## src/rtl/ghost_move_scheduler_if.sv

```systemverilog
// Handshake bundle between the ghost move scheduler and the shared collision checker.
// The scheduler is the master: it presents one ghost and waits for the checker verdict.
interface ghost_move_scheduler_if;
    logic       chk_req;
    logic [9:0] chk_x;
    logic [8:0] chk_y;
    logic [1:0] chk_dir;
    logic       chk_ack;
    logic       chk_blocked;

    modport master (
        output chk_req, chk_x, chk_y, chk_dir,
        input  chk_ack, chk_blocked
    );

    modport slave (
        input  chk_req, chk_x, chk_y, chk_dir,
        output chk_ack, chk_blocked
    );
endinterface

```

## src/rtl/ghost_move_scheduler.sv

```systemverilog
// Sweeps all ghosts on each move tick through one shared collision checker,
// stepping free ghosts one pixel and re-rolling the direction of blocked ones.
module ghost_move_scheduler #(
    parameter int unsigned N_GHOSTS  = 4,
    parameter int unsigned X0        = 200,
    parameter int unsigned X_STEP    = 16,
    parameter int unsigned Y0        = 146,
    parameter int unsigned X_MAX     = 639,
    parameter int unsigned Y_MAX     = 479,
    parameter logic [15:0] LFSR_SEED = 16'hACE1
) (
    input  logic                    clk,
    input  logic                    rst,
    input  logic                    i_move_tick,
    input  logic                    i_freeze,
    input  logic [N_GHOSTS-1:0]     i_ghost_en,
    ghost_move_scheduler_if.master  chk,
    output logic [10*N_GHOSTS-1:0]  o_ghost_x,
    output logic [9*N_GHOSTS-1:0]   o_ghost_y,
    output logic [2*N_GHOSTS-1:0]   o_ghost_dir,
    output logic                    o_busy,
    output logic                    o_sweep_done,
    output logic                    o_overrun
);
    typedef enum logic [2:0] {S_IDLE, S_SELECT, S_WAIT, S_UPDATE, S_DONE} state_t;

    state_t      r_state, w_next;
    logic [3:0]  r_idx;
    logic [9:0]  r_x   [N_GHOSTS];
    logic [8:0]  r_y   [N_GHOSTS];
    logic [1:0]  r_dir [N_GHOSTS];
    logic        r_pending, r_overrun, r_blocked, r_chk_req;
    logic [15:0] r_lfsr;
    logic [9:0]  r_chk_x;
    logic [8:0]  r_chk_y;
    logic [1:0]  r_chk_dir;

    logic        w_tick, w_start, w_valid, w_en, w_edge;
    logic [9:0]  w_cur_x;
    logic [8:0]  w_cur_y;
    logic [1:0]  w_cur_dir, w_rnd_dir;

    assign w_tick  = i_move_tick & ~i_freeze;
    assign w_start = w_tick | r_pending;

    // Ghost under the sweep pointer; w_valid drops once idx runs past the last ghost.
    always_comb begin
        w_valid   = 1'b0;
        w_en      = 1'b0;
        w_cur_x   = '0;
        w_cur_y   = '0;
        w_cur_dir = '0;
        for (int unsigned i = 0; i < N_GHOSTS; i++) begin
            if (r_idx == 4'(i)) begin
                w_valid   = 1'b1;
                w_en      = i_ghost_en[i];
                w_cur_x   = r_x[i];
                w_cur_y   = r_y[i];
                w_cur_dir = r_dir[i];
            end
        end
    end

    assign w_edge = (w_cur_x == 10'd0          && w_cur_dir == 2'b10) ||
                    (w_cur_x == 10'(X_MAX)     && w_cur_dir == 2'b11) ||
                    (w_cur_y == 9'd0           && w_cur_dir == 2'b00) ||
                    (w_cur_y == 9'(Y_MAX)      && w_cur_dir == 2'b01);

    assign w_rnd_dir = (r_lfsr[1:0] == w_cur_dir) ? w_cur_dir + 2'd1 : r_lfsr[1:0];

    always_ff @(posedge clk or posedge rst) begin
        if (rst) r_state <= S_IDLE;
        else     r_state <= w_next;
    end

    always_comb begin
        w_next = r_state;
        case (r_state)
            S_IDLE:   if (w_start) w_next = S_SELECT;
            S_SELECT: begin
                if (!w_valid)    w_next = S_DONE;
                else if (!w_en)  w_next = S_SELECT;
                else if (w_edge) w_next = S_UPDATE;
                else             w_next = S_WAIT;
            end
            S_WAIT:   if (chk.chk_ack) w_next = S_UPDATE;
            S_UPDATE: w_next = S_SELECT;
            S_DONE:   w_next = S_IDLE;
            default:  w_next = S_IDLE;
        endcase
    end

    always_comb begin
        o_busy       = (r_state != S_IDLE);
        o_sweep_done = (r_state == S_DONE);
    end

    always_ff @(posedge clk or posedge rst) begin
        if (rst) begin
            r_idx     <= '0;
            r_pending <= 1'b0;
            r_overrun <= 1'b0;
            r_blocked <= 1'b0;
            r_chk_req <= 1'b0;
            r_chk_x   <= '0;
            r_chk_y   <= '0;
            r_chk_dir <= '0;
            r_lfsr    <= LFSR_SEED;
            for (int unsigned i = 0; i < N_GHOSTS; i++) begin
                r_x[i]   <= 10'(X0 + i * X_STEP);
                r_y[i]   <= 9'(Y0);
                r_dir[i] <= 2'b00;
            end
        end else begin
            r_lfsr <= {r_lfsr[14:0], r_lfsr[15] ^ r_lfsr[13] ^ r_lfsr[12] ^ r_lfsr[10]};
            if (w_tick && r_pending) r_overrun <= 1'b1;
            // A tick arriving mid-sweep (including DONE) is remembered once.
            if (r_state != S_IDLE && w_tick && !r_pending) r_pending <= 1'b1;
            case (r_state)
                S_IDLE: if (w_start) begin
                    r_idx     <= '0;
                    r_pending <= 1'b0;
                end
                S_SELECT: if (w_valid) begin
                    if (!w_en)       r_idx     <= r_idx + 4'd1;
                    else if (w_edge) r_blocked <= 1'b1;
                    else begin
                        r_chk_x   <= w_cur_x;
                        r_chk_y   <= w_cur_y;
                        r_chk_dir <= w_cur_dir;
                        r_chk_req <= 1'b1;
                    end
                end
                S_WAIT: if (chk.chk_ack) begin
                    r_blocked <= chk.chk_blocked;
                    r_chk_req <= 1'b0;
                end
                S_UPDATE: begin
                    for (int unsigned i = 0; i < N_GHOSTS; i++) begin
                        if (r_idx == 4'(i)) begin
                            if (r_blocked) r_dir[i] <= w_rnd_dir;
                            else begin
                                case (r_dir[i])
                                    2'b00:   r_y[i] <= r_y[i] - 9'd1;
                                    2'b01:   r_y[i] <= r_y[i] + 9'd1;
                                    2'b10:   r_x[i] <= r_x[i] - 10'd1;
                                    default: r_x[i] <= r_x[i] + 10'd1;
                                endcase
                            end
                        end
                    end
                    r_idx <= r_idx + 4'd1;
                end
                default: ;
            endcase
        end
    end

    assign chk.chk_req = r_chk_req;
    assign chk.chk_x   = r_chk_x;
    assign chk.chk_y   = r_chk_y;
    assign chk.chk_dir = r_chk_dir;
    assign o_overrun   = r_overrun;

    always_comb begin
        o_ghost_x   = '0;
        o_ghost_y   = '0;
        o_ghost_dir = '0;
        for (int unsigned i = 0; i < N_GHOSTS; i++) begin
            o_ghost_x[10*i +: 10] = r_x[i];
            o_ghost_y[9*i +: 9]   = r_y[i];
            o_ghost_dir[2*i +: 2] = r_dir[i];
        end
    end
endmodule

```

## src/flat_wrapper.sv

```systemverilog
// flat-port wrapper written by rule: the top's interface ports become plain ports
module ghost_move_scheduler_flat 
#(
    parameter int unsigned N_GHOSTS  = 4,
    parameter int unsigned X0        = 200,
    parameter int unsigned X_STEP    = 16,
    parameter int unsigned Y0        = 146,
    parameter int unsigned X_MAX     = 639,
    parameter int unsigned Y_MAX     = 479,
    parameter logic [15:0] LFSR_SEED = 16'hACE1
)
  (clk, rst, i_move_tick, i_freeze, i_ghost_en, o_ghost_x, o_ghost_y, o_ghost_dir, o_busy, o_sweep_done, o_overrun, chk_chk_req, chk_chk_x, chk_chk_y, chk_chk_dir, chk_chk_ack, chk_chk_blocked);
  ghost_move_scheduler_if chk_i ();
  input  logic clk;
  input  logic rst;
  input  logic i_move_tick;
  input  logic i_freeze;
  input  logic [N_GHOSTS-1:0] i_ghost_en;
  output logic [10*N_GHOSTS-1:0] o_ghost_x;
  output logic [9*N_GHOSTS-1:0] o_ghost_y;
  output logic [2*N_GHOSTS-1:0] o_ghost_dir;
  output logic o_busy;
  output logic o_sweep_done;
  output logic o_overrun;
  output wire logic [$bits(chk_i.chk_req)-1:0] chk_chk_req;
  output wire logic [$bits(chk_i.chk_x)-1:0] chk_chk_x;
  output wire logic [$bits(chk_i.chk_y)-1:0] chk_chk_y;
  output wire logic [$bits(chk_i.chk_dir)-1:0] chk_chk_dir;
  input wire logic [$bits(chk_i.chk_ack)-1:0] chk_chk_ack;
  input wire logic [$bits(chk_i.chk_blocked)-1:0] chk_chk_blocked;
  assign chk_chk_req = chk_i.chk_req;
  assign chk_chk_x = chk_i.chk_x;
  assign chk_chk_y = chk_i.chk_y;
  assign chk_chk_dir = chk_i.chk_dir;
  assign chk_i.chk_ack = chk_chk_ack;
  assign chk_i.chk_blocked = chk_chk_blocked;
  ghost_move_scheduler #(.N_GHOSTS(N_GHOSTS), .X0(X0), .X_STEP(X_STEP), .Y0(Y0), .X_MAX(X_MAX), .Y_MAX(Y_MAX), .LFSR_SEED(LFSR_SEED)) u_core (.clk(clk), .rst(rst), .i_move_tick(i_move_tick), .i_freeze(i_freeze), .i_ghost_en(i_ghost_en), .chk(chk_i), .o_ghost_x(o_ghost_x), .o_ghost_y(o_ghost_y), .o_ghost_dir(o_ghost_dir), .o_busy(o_busy), .o_sweep_done(o_sweep_done), .o_overrun(o_overrun));
endmodule
```

## config.mk

```make
export PLATFORM = sky130hd
export DESIGN_NAME = ghost_move_scheduler_flat
export DESIGN_NICKNAME = d
export VERILOG_FILES = /design/src/rtl/ghost_move_scheduler_if.sv /design/src/rtl/ghost_move_scheduler.sv /design/src/flat_wrapper.sv
export SDC_FILE = /design/constraint.sdc
export NUM_CORES = 1
export LEC_CHECK = 0
export ABC_AREA = 1
export BUFFER_PORTS_ARGS = -buffer_cell sky130_fd_sc_hd__buf_2
export CAP_MARGIN = 20
export CORE_MARGIN = 5
export CORE_UTILIZATION = 52
export DETAILED_ROUTE_END_ITERATION = 7
export PLACE_DENSITY = 0.82
export RECOVER_POWER = 25
export SYNTH_ARGS = -nofsm -noshare
export SYNTH_HDL_FRONTEND = slang
export SYNTH_SLANG_ARGS = --single-unit
```

## constraint.sdc

```tcl
create_clock -name clk -period 7.1 [get_ports clk]
set_clock_uncertainty 0.15 [all_clocks]
set_input_delay 0.355 -clock clk [delete_from_list [all_inputs] [get_ports clk]]
set_output_delay 0.355 -clock clk [all_outputs]
set_load 0.01 [all_outputs]
```

# Word-level counts from Yosys, hierarchy flattened
# Index checks and enable logic that the tools add are counted.
# totals
out_inout_bits,109
elab_cells,180
register_bits,132
in_bits,10
# classes
reduce_logical,48
eq_ne,28
add_sub_neg,18
bitwise,12
mux,52
# ops
cell,count
10-bit case mux with 2 select lines,4
9-bit case mux with 2 select lines,4
10-bit by 1-bit adder with 10-bit output (second input constant),4
10-bit 2-to-1 mux,4
4-bit AND reduction,10
10-bit by 1-bit subtractor with 10-bit output (second input constant),4
9-bit by 1-bit adder with 9-bit output (second input constant),4
9-bit 2-to-1 mux,4
9-bit by 1-bit subtractor with 9-bit output (second input constant),4
1-bit 2-to-1 mux,20
2-bit equality test (second input constant),6
3-bit 2-to-1 mux,4
4-bit 2-to-1 mux,3
3-bit case mux with 4 select lines,1
4-bit case mux with 3 select lines,1
3-bit AND reduction,4
10-bit equality test (second input constant),1
2-bit by 1-bit equality test with 1-bit output (second input constant),5
10-bit logical NOT,1
2-bit logical NOT,5
2-bit 2-to-1 mux,5
5-bit AND reduction,2
2-bit nonzero test,5
9-bit equality test (second input constant),1
other kinds (24),52

# Logic depth before layout (Yosys ltp)
# depth
depth_word,14
ltp_mapped,21
mapped_depth_nobuf,20

# Least setup slack after synthesis
# OpenSTA, ideal clock, no wires.
# synth_timing
path_type,reg-to-reg
from,register u_core.r_idx[1]
to,register u_core.r_chk_dir[0] (netlist: u_core.chk.chk_dir[0])
arrival_time_ns,2.482
path_stages_with_launch,20
setup_slack_ns,4.340
path_buffers,3
period_less_slack_ns,2.760
setup_time_ns,0.128
required_time_ns,6.822
path_cell_list,dfrtp_1 -> inv_1 -> ha_1 -> buf_2 -> buf_1 -> nor3_1 -> o21ai_0 -> nand3_1 -> o21ai_2 -> inv_1 -> ha_1 -> nand3_1 -> nor2_1 -> nand3_1 -> nand2_1 -> nand2_2 -> nand3b_4 -> buf_6 -> nand2_1 -> o21ai_1
# synth_between
elab_chain_len,12
elab_cells_between_ends,41
cone_classes,eq/ne: 8; mux: 20; bitwise: 1; reduce/logical: 12
# synth_lines
element,line_no,rtl
"start, declared",ghost_move_scheduler.sv:28,logic [3:0] r_idx;
"start signal, assigned",ghost_move_scheduler.sv:125,if (!w_en) r_idx <= r_idx + 4'd1;
"start signal, assigned",ghost_move_scheduler.sv:152,r_idx <= r_idx + 4'd1;
4-bit logical NOT,ghost_move_scheduler.sv:54,if (r_idx == 4'(i)) begin
2-bit 2-to-1 mux (3 in series),ghost_move_scheduler.sv:54,
2-bit 2-to-1 mux (*),ghost_move_scheduler.sv:54,
net u_core.w_cur_dir[0],ghost_move_scheduler.sv:41,"logic [1:0] w_cur_dir, w_rnd_dir;"
"2-bit equality test, on equally long branches","ghost_move_scheduler.sv:64, ghost_move_scheduler.sv:65",
"1-bit logical AND, on equally long branches","ghost_move_scheduler.sv:64, ghost_move_scheduler.sv:65",
1-bit logical OR,ghost_move_scheduler.sv:64,assign w_edge = (w_cur_x == 10'd0 && w_cur_dir == 2'b10) ||
1-bit logical OR,ghost_move_scheduler.sv:65,(w_cur_x == 10'(X_MAX) && w_cur_dir == 2'b11) ||
1-bit logical OR,ghost_move_scheduler.sv:66,(w_cur_y == 9'd0 && w_cur_dir == 2'b00) ||
1-bit inverter (no source line),-,
4-bit AND reduction (no source line),-,
"end signal, assigned",ghost_move_scheduler.sv:130,r_chk_dir <= w_cur_dir;
"end, declared",ghost_move_scheduler.sv:36,logic [1:0] r_chk_dir;
# Mark *: on every way through the listed nets, which the timed path passes. The rest lies on a longest branch.
# A chain may end at the register's enable or synchronous reset.

# Worst setup path after layout
# layout_timing
from,register u_core.r_idx[2]
to,register u_core.r_chk_y[1] (netlist: u_core.chk.chk_y[1])
# layout_between
elab_chain_len,12
elab_cells_between_ends,41
cone_classes,eq/ne: 8; mux: 20; bitwise: 1; reduce/logical: 12
# layout_lines
element,line_no,rtl
4-bit logical NOT,ghost_move_scheduler.sv:54,
2-bit 2-to-1 mux (3 in series),ghost_move_scheduler.sv:54,
2-bit 2-to-1 mux (*),ghost_move_scheduler.sv:54,
net u_core.w_cur_dir[0],ghost_move_scheduler.sv:41,
"2-bit equality test, on equally long branches","ghost_move_scheduler.sv:64, ghost_move_scheduler.sv:65",
"1-bit logical AND, on equally long branches","ghost_move_scheduler.sv:64, ghost_move_scheduler.sv:65",
1-bit logical OR,ghost_move_scheduler.sv:64,
1-bit logical OR,ghost_move_scheduler.sv:65,
1-bit logical OR (*),ghost_move_scheduler.sv:66,
1-bit inverter (no source line) (*),-,
4-bit AND reduction (no source line) (*),-,
"end signal, assigned",ghost_move_scheduler.sv:129,r_chk_y <= w_cur_y;
"end, declared",ghost_move_scheduler.sv:35,logic [8:0] r_chk_y;
# Marked as above.

==> summary.txt <==
First-pass GRT wire length: 39800 um
Mean Syn Cell Area: 7.55 um2
Core region area: 0.0171 mm2
Synth Instances: 1187
Number of antenna repair diodes: 0
Number of vias per cell: 5.43
Synth cell count leaders: 315 x sky130_fd_sc_hd__nand2_1, 138 x sky130_fd_sc_hd__inv_1, 100 x sky130_fd_sc_hd__o21ai_0
Critical-path cell with the highest stage delay: sky130_fd_sc_hd__nand2_2
Rel. slew slack: -58.0%
Starting density of the core: 52.4%
Critical Path, Cell by Cell: nor2_8, nand2_2, inv_4, nand2_1, nand3_1, o21ai_2, inv_1, ha_1, nand3_1, nor2_1, nand3_1, nand2_1, nand2_2, nand3b_4, nand2_1, o21ai_1
Highest clock rate: 0.274 GHz
Category of the most critical setup path: register to register
Cell class contributing the biggest share of worst-path delay: simple AND/OR/NAND/NOR gates
Synthesized area: 0.00897 mm2
Final hold violations: 0
Routed wire length per instance: 16.0 um
Critical path capture point type: register
Clock-pin slew on the worst setup and hold paths: 70 ps
Count of flip-flops with a built-in enable after synthesis: 0
Ys async rst share: 100%
Proportion of layout cells with a drive suffix above 1: 14.5%
Dominant cells by area after synthesis: sky130_fd_sc_hd__dfrtp_1 27%, sky130_fd_sc_hd__nand2_1 13%, sky130_fd_sc_hd__dfstp_2 11%
Required time of the critical path: 7280 ps
Area share of the largest cell type after synthesis: 26.8%
Library cells used by synthesis: 44
Proportion of synthesized chip area in sequential cells: 37.3%
Number of global-route vias before repair: 7834
Number of gates resized after cts: 0
RSZ-0062 raised after global routing: no
Longest Clk Path Bufs: 2
Overall die width: 141 um
Buffers plus inverters on the worst setup path: 2
Number of DRC markers in iteration 0: 534
Number of antenna violations at the first check in global routing: 0
Gpl congestion: 0.989
Most instantiated library cell after synthesis: sky130_fd_sc_hd__nand2_1
Total Wirelength: 24600 um
Result of the run: finished, violations left
Final-stage net count: 1384
Hold crit path type: input port to register
Aggregate negative setup slack: 0 ps
TritonCTS clock tree: done
Top FF cell, synth: sky130_fd_sc_hd__dfrtp_1
Library cell occupying the most area in the post-synthesis netlist: sky130_fd_sc_hd__dfrtp_1
Fin crit share: 51.4%
Kind of launch point of the worst setup path: register
Violations in the final reports: capacitance limit, slew limit
CTS H-tree lvls: 4
Final setup fails: 0
Shortest clock period the worst path allows after layout: 3650 ps
Overflow left after global routing: 0
Power density normalized to cell area: 417 mW/mm2
Die Area: 0.0200 mm2
Area Growth Syn to Fin: 14.4%
Slew at the pin closest to its max-slew limit: 2360 ps
Total of flip-flops plus latches after synthesis: 132
Number of fill cells: 1534
Max IR drop VDD: 0.270 mV
Critical path fanouts, max: 47
Sink Count: 132
HPWL after detailed placement: 18700 um
Overall track demand over capacity in global routing: 25.0%
Die height: 141 um
Longest individual stage delay on the worst path: 550 ps
Total number of vias: 8345
Post-route DRC violation count: 0
Number of buffers added by the clock tree synthesis step: 17
Total nets after synthesis: 1273
Final number of max-transition violations: 54
Clock tree root driver cell: sky130_fd_sc_hd__clkbuf_16
MaxCap Viol Count: 1
IO Pins: 119
Router iterations before antenna repair: 5
Count of standard-cell rows: 48
Register-to-register setup slack: 3450 ps
Core Util, Final: 59.9%
Data arrival, critical path: 3830 ps
Clock insertion delay at the later pin of the skew report: 430 ps
Pin count of the biggest net entering global routing: 81
Number of nets with antenna violations after routing: 0
Reported leakage power: 5.19 nW
Buffers added on ports: 118
Count of synthesis-stage warnings from yosys: 0
worst paths after layout:
path	start	end	cells after the start
max in group asynchronous	rst	u_core.o_ghost_y[1]$_DFFE_PP1P_	5
worst min-delay path	i_move_tick	u_core.o_overrun$_DFFE_PP0P_	2
min in group asynchronous	rst	u_core.o_ghost_x[31]$_DFFE_PP0P_	3
worst max register to register	u_core.r_idx[2]$_DFFE_PP0P_	u_core.chk.chk_y[1]$_DFFE_PP0P_	16
worst min register to register	u_core.r_lfsr[3]$_DFF_PP0_	u_core.r_lfsr[4]$_DFF_PP0_	0
worst max-delay path	u_core.r_idx[2]$_DFFE_PP0P_	u_core.chk.chk_y[1]$_DFFE_PP0P_	16
routing by layer:
metal | vias to the layer above | wire, um | track usage [%] | share of wire [%]
met2 | 308 | 11400 | 39.6 | 46
met5 | - | 0 | 0 | 0
met1 | 3872 | 10700 | 34.1 | 43
li1 | 4104 | - | - | -
met4 | 0 | 697 | 9.43 | 2.8
met3 | 61 | 1840 | 5.06 | 7.5
sequential cells by signal, summed over array words and instances (netlist names):
name / count
u_core.r_state: 3
u_core.chk.chk_dir: 2
u_core.r_idx: 4
u_core.o_ghost_x: 40
u_core.chk.chk_x: 10
u_core.chk.chk_y: 9
u_core.chk.chk_req: 1
u_core.r_blocked: 1
u_core.r_lfsr: 16
u_core.r_pending: 1
u_core.o_ghost_dir: 8
u_core.o_overrun: 1
u_core.o_ghost_y: 36
area by class of cell:
class / instances / area [um2] / area share (%)
well taps: 225 / 282 / 2.74
repair buffers: 121 / 606 / 5.90
clock inverters: 15 / 168 / 1.63
flip-flops and latches: 132 / 3350 / 32.6
multi-input cells: 881 / 4880 / 47.6
clock buffers: 17 / 425 / 4.15
inverters: 145 / 548 / 5.34
what timing repair did:
action,4_1_cts,5_1_grt
endpoints found under the setup margin,0,0
hold buffers,1,0
setup buffers,0,0
endpoints found under the hold margin,33,0
stage by stage:
stage / setup slack (ps) / hold WS [ps] / cells / total power, mW / instance area, um2
3_3_place_gp: 3680 / 182 / 1502 / 3.27 / 9660
6_report: 3450 / 41.4 / 1536 / 4.28 / 10300
5_1_grt: 3110 / 43.4 / 1536 / 4.62 / 10300
3_5_place_dp: 3550 / 185 / 1502 / 3.34 / 9660
2_1_floorplan: 3130 / 181 / 1187 / 2.77 / 8970
4_1_cts: 3530 / 35.3 / 1535 / 4.27 / 10300
power by group:
part | internal (mW) | total [mW] | switching [mW]
Combinational | 0.741 | 2.21 | 1.47
Sequential | 0.946 | 1.17 | 0.225
Clock | 0.525 | 0.898 | 0.373
layout by cell type, fill, tap and decap left out, types with 5 or more instances in the layout:
cell	netlist	final
sky130_fd_sc_hd__inv_1	138	137
sky130_fd_sc_hd__or2_2	5	5
sky130_fd_sc_hd__buf_2	10	94
sky130_fd_sc_hd__clkbuf_1	7	24
sky130_fd_sc_hd__nor2_1	95	95
sky130_fd_sc_hd__nand4_1	10	10
sky130_fd_sc_hd__nand3_1	86	86
sky130_fd_sc_hd__nand2_1	315	315
sky130_fd_sc_hd__o21ai_1	26	26
sky130_fd_sc_hd__nand2_2	5	5
sky130_fd_sc_hd__clkbuf_16	0	17
sky130_fd_sc_hd__nor3_1	6	6
sky130_fd_sc_hd__ha_1	68	68
sky130_fd_sc_hd__inv_2	6	6
sky130_fd_sc_hd__xor2_1	38	38
sky130_fd_sc_hd__o22ai_1	10	10
sky130_fd_sc_hd__dfstp_2	36	33
sky130_fd_sc_hd__o21ai_0	100	100
sky130_fd_sc_hd__xnor2_1	9	9
sky130_fd_sc_hd__fa_1	8	8
sky130_fd_sc_hd__a21oi_1	68	68
sky130_fd_sc_hd__dfrtp_1	96	96
sky130_fd_sc_hd__inv_6	0	7
kinds of logic (layout without fill, tap and decap cells):
logic type | after synthesis | after routing | synth area share (%)
xor+xnor | 47 | 47 | 4.59
buf+inv | 174 | 298 | 8.21
flops | 132 | 132 | 37.3
simple gates | 537 | 537 | 25.5
fa+ha+maj | 76 | 76 | 11.3
compound gates | 221 | 221 | 13.0
Power figures use the tool's default switching activity.
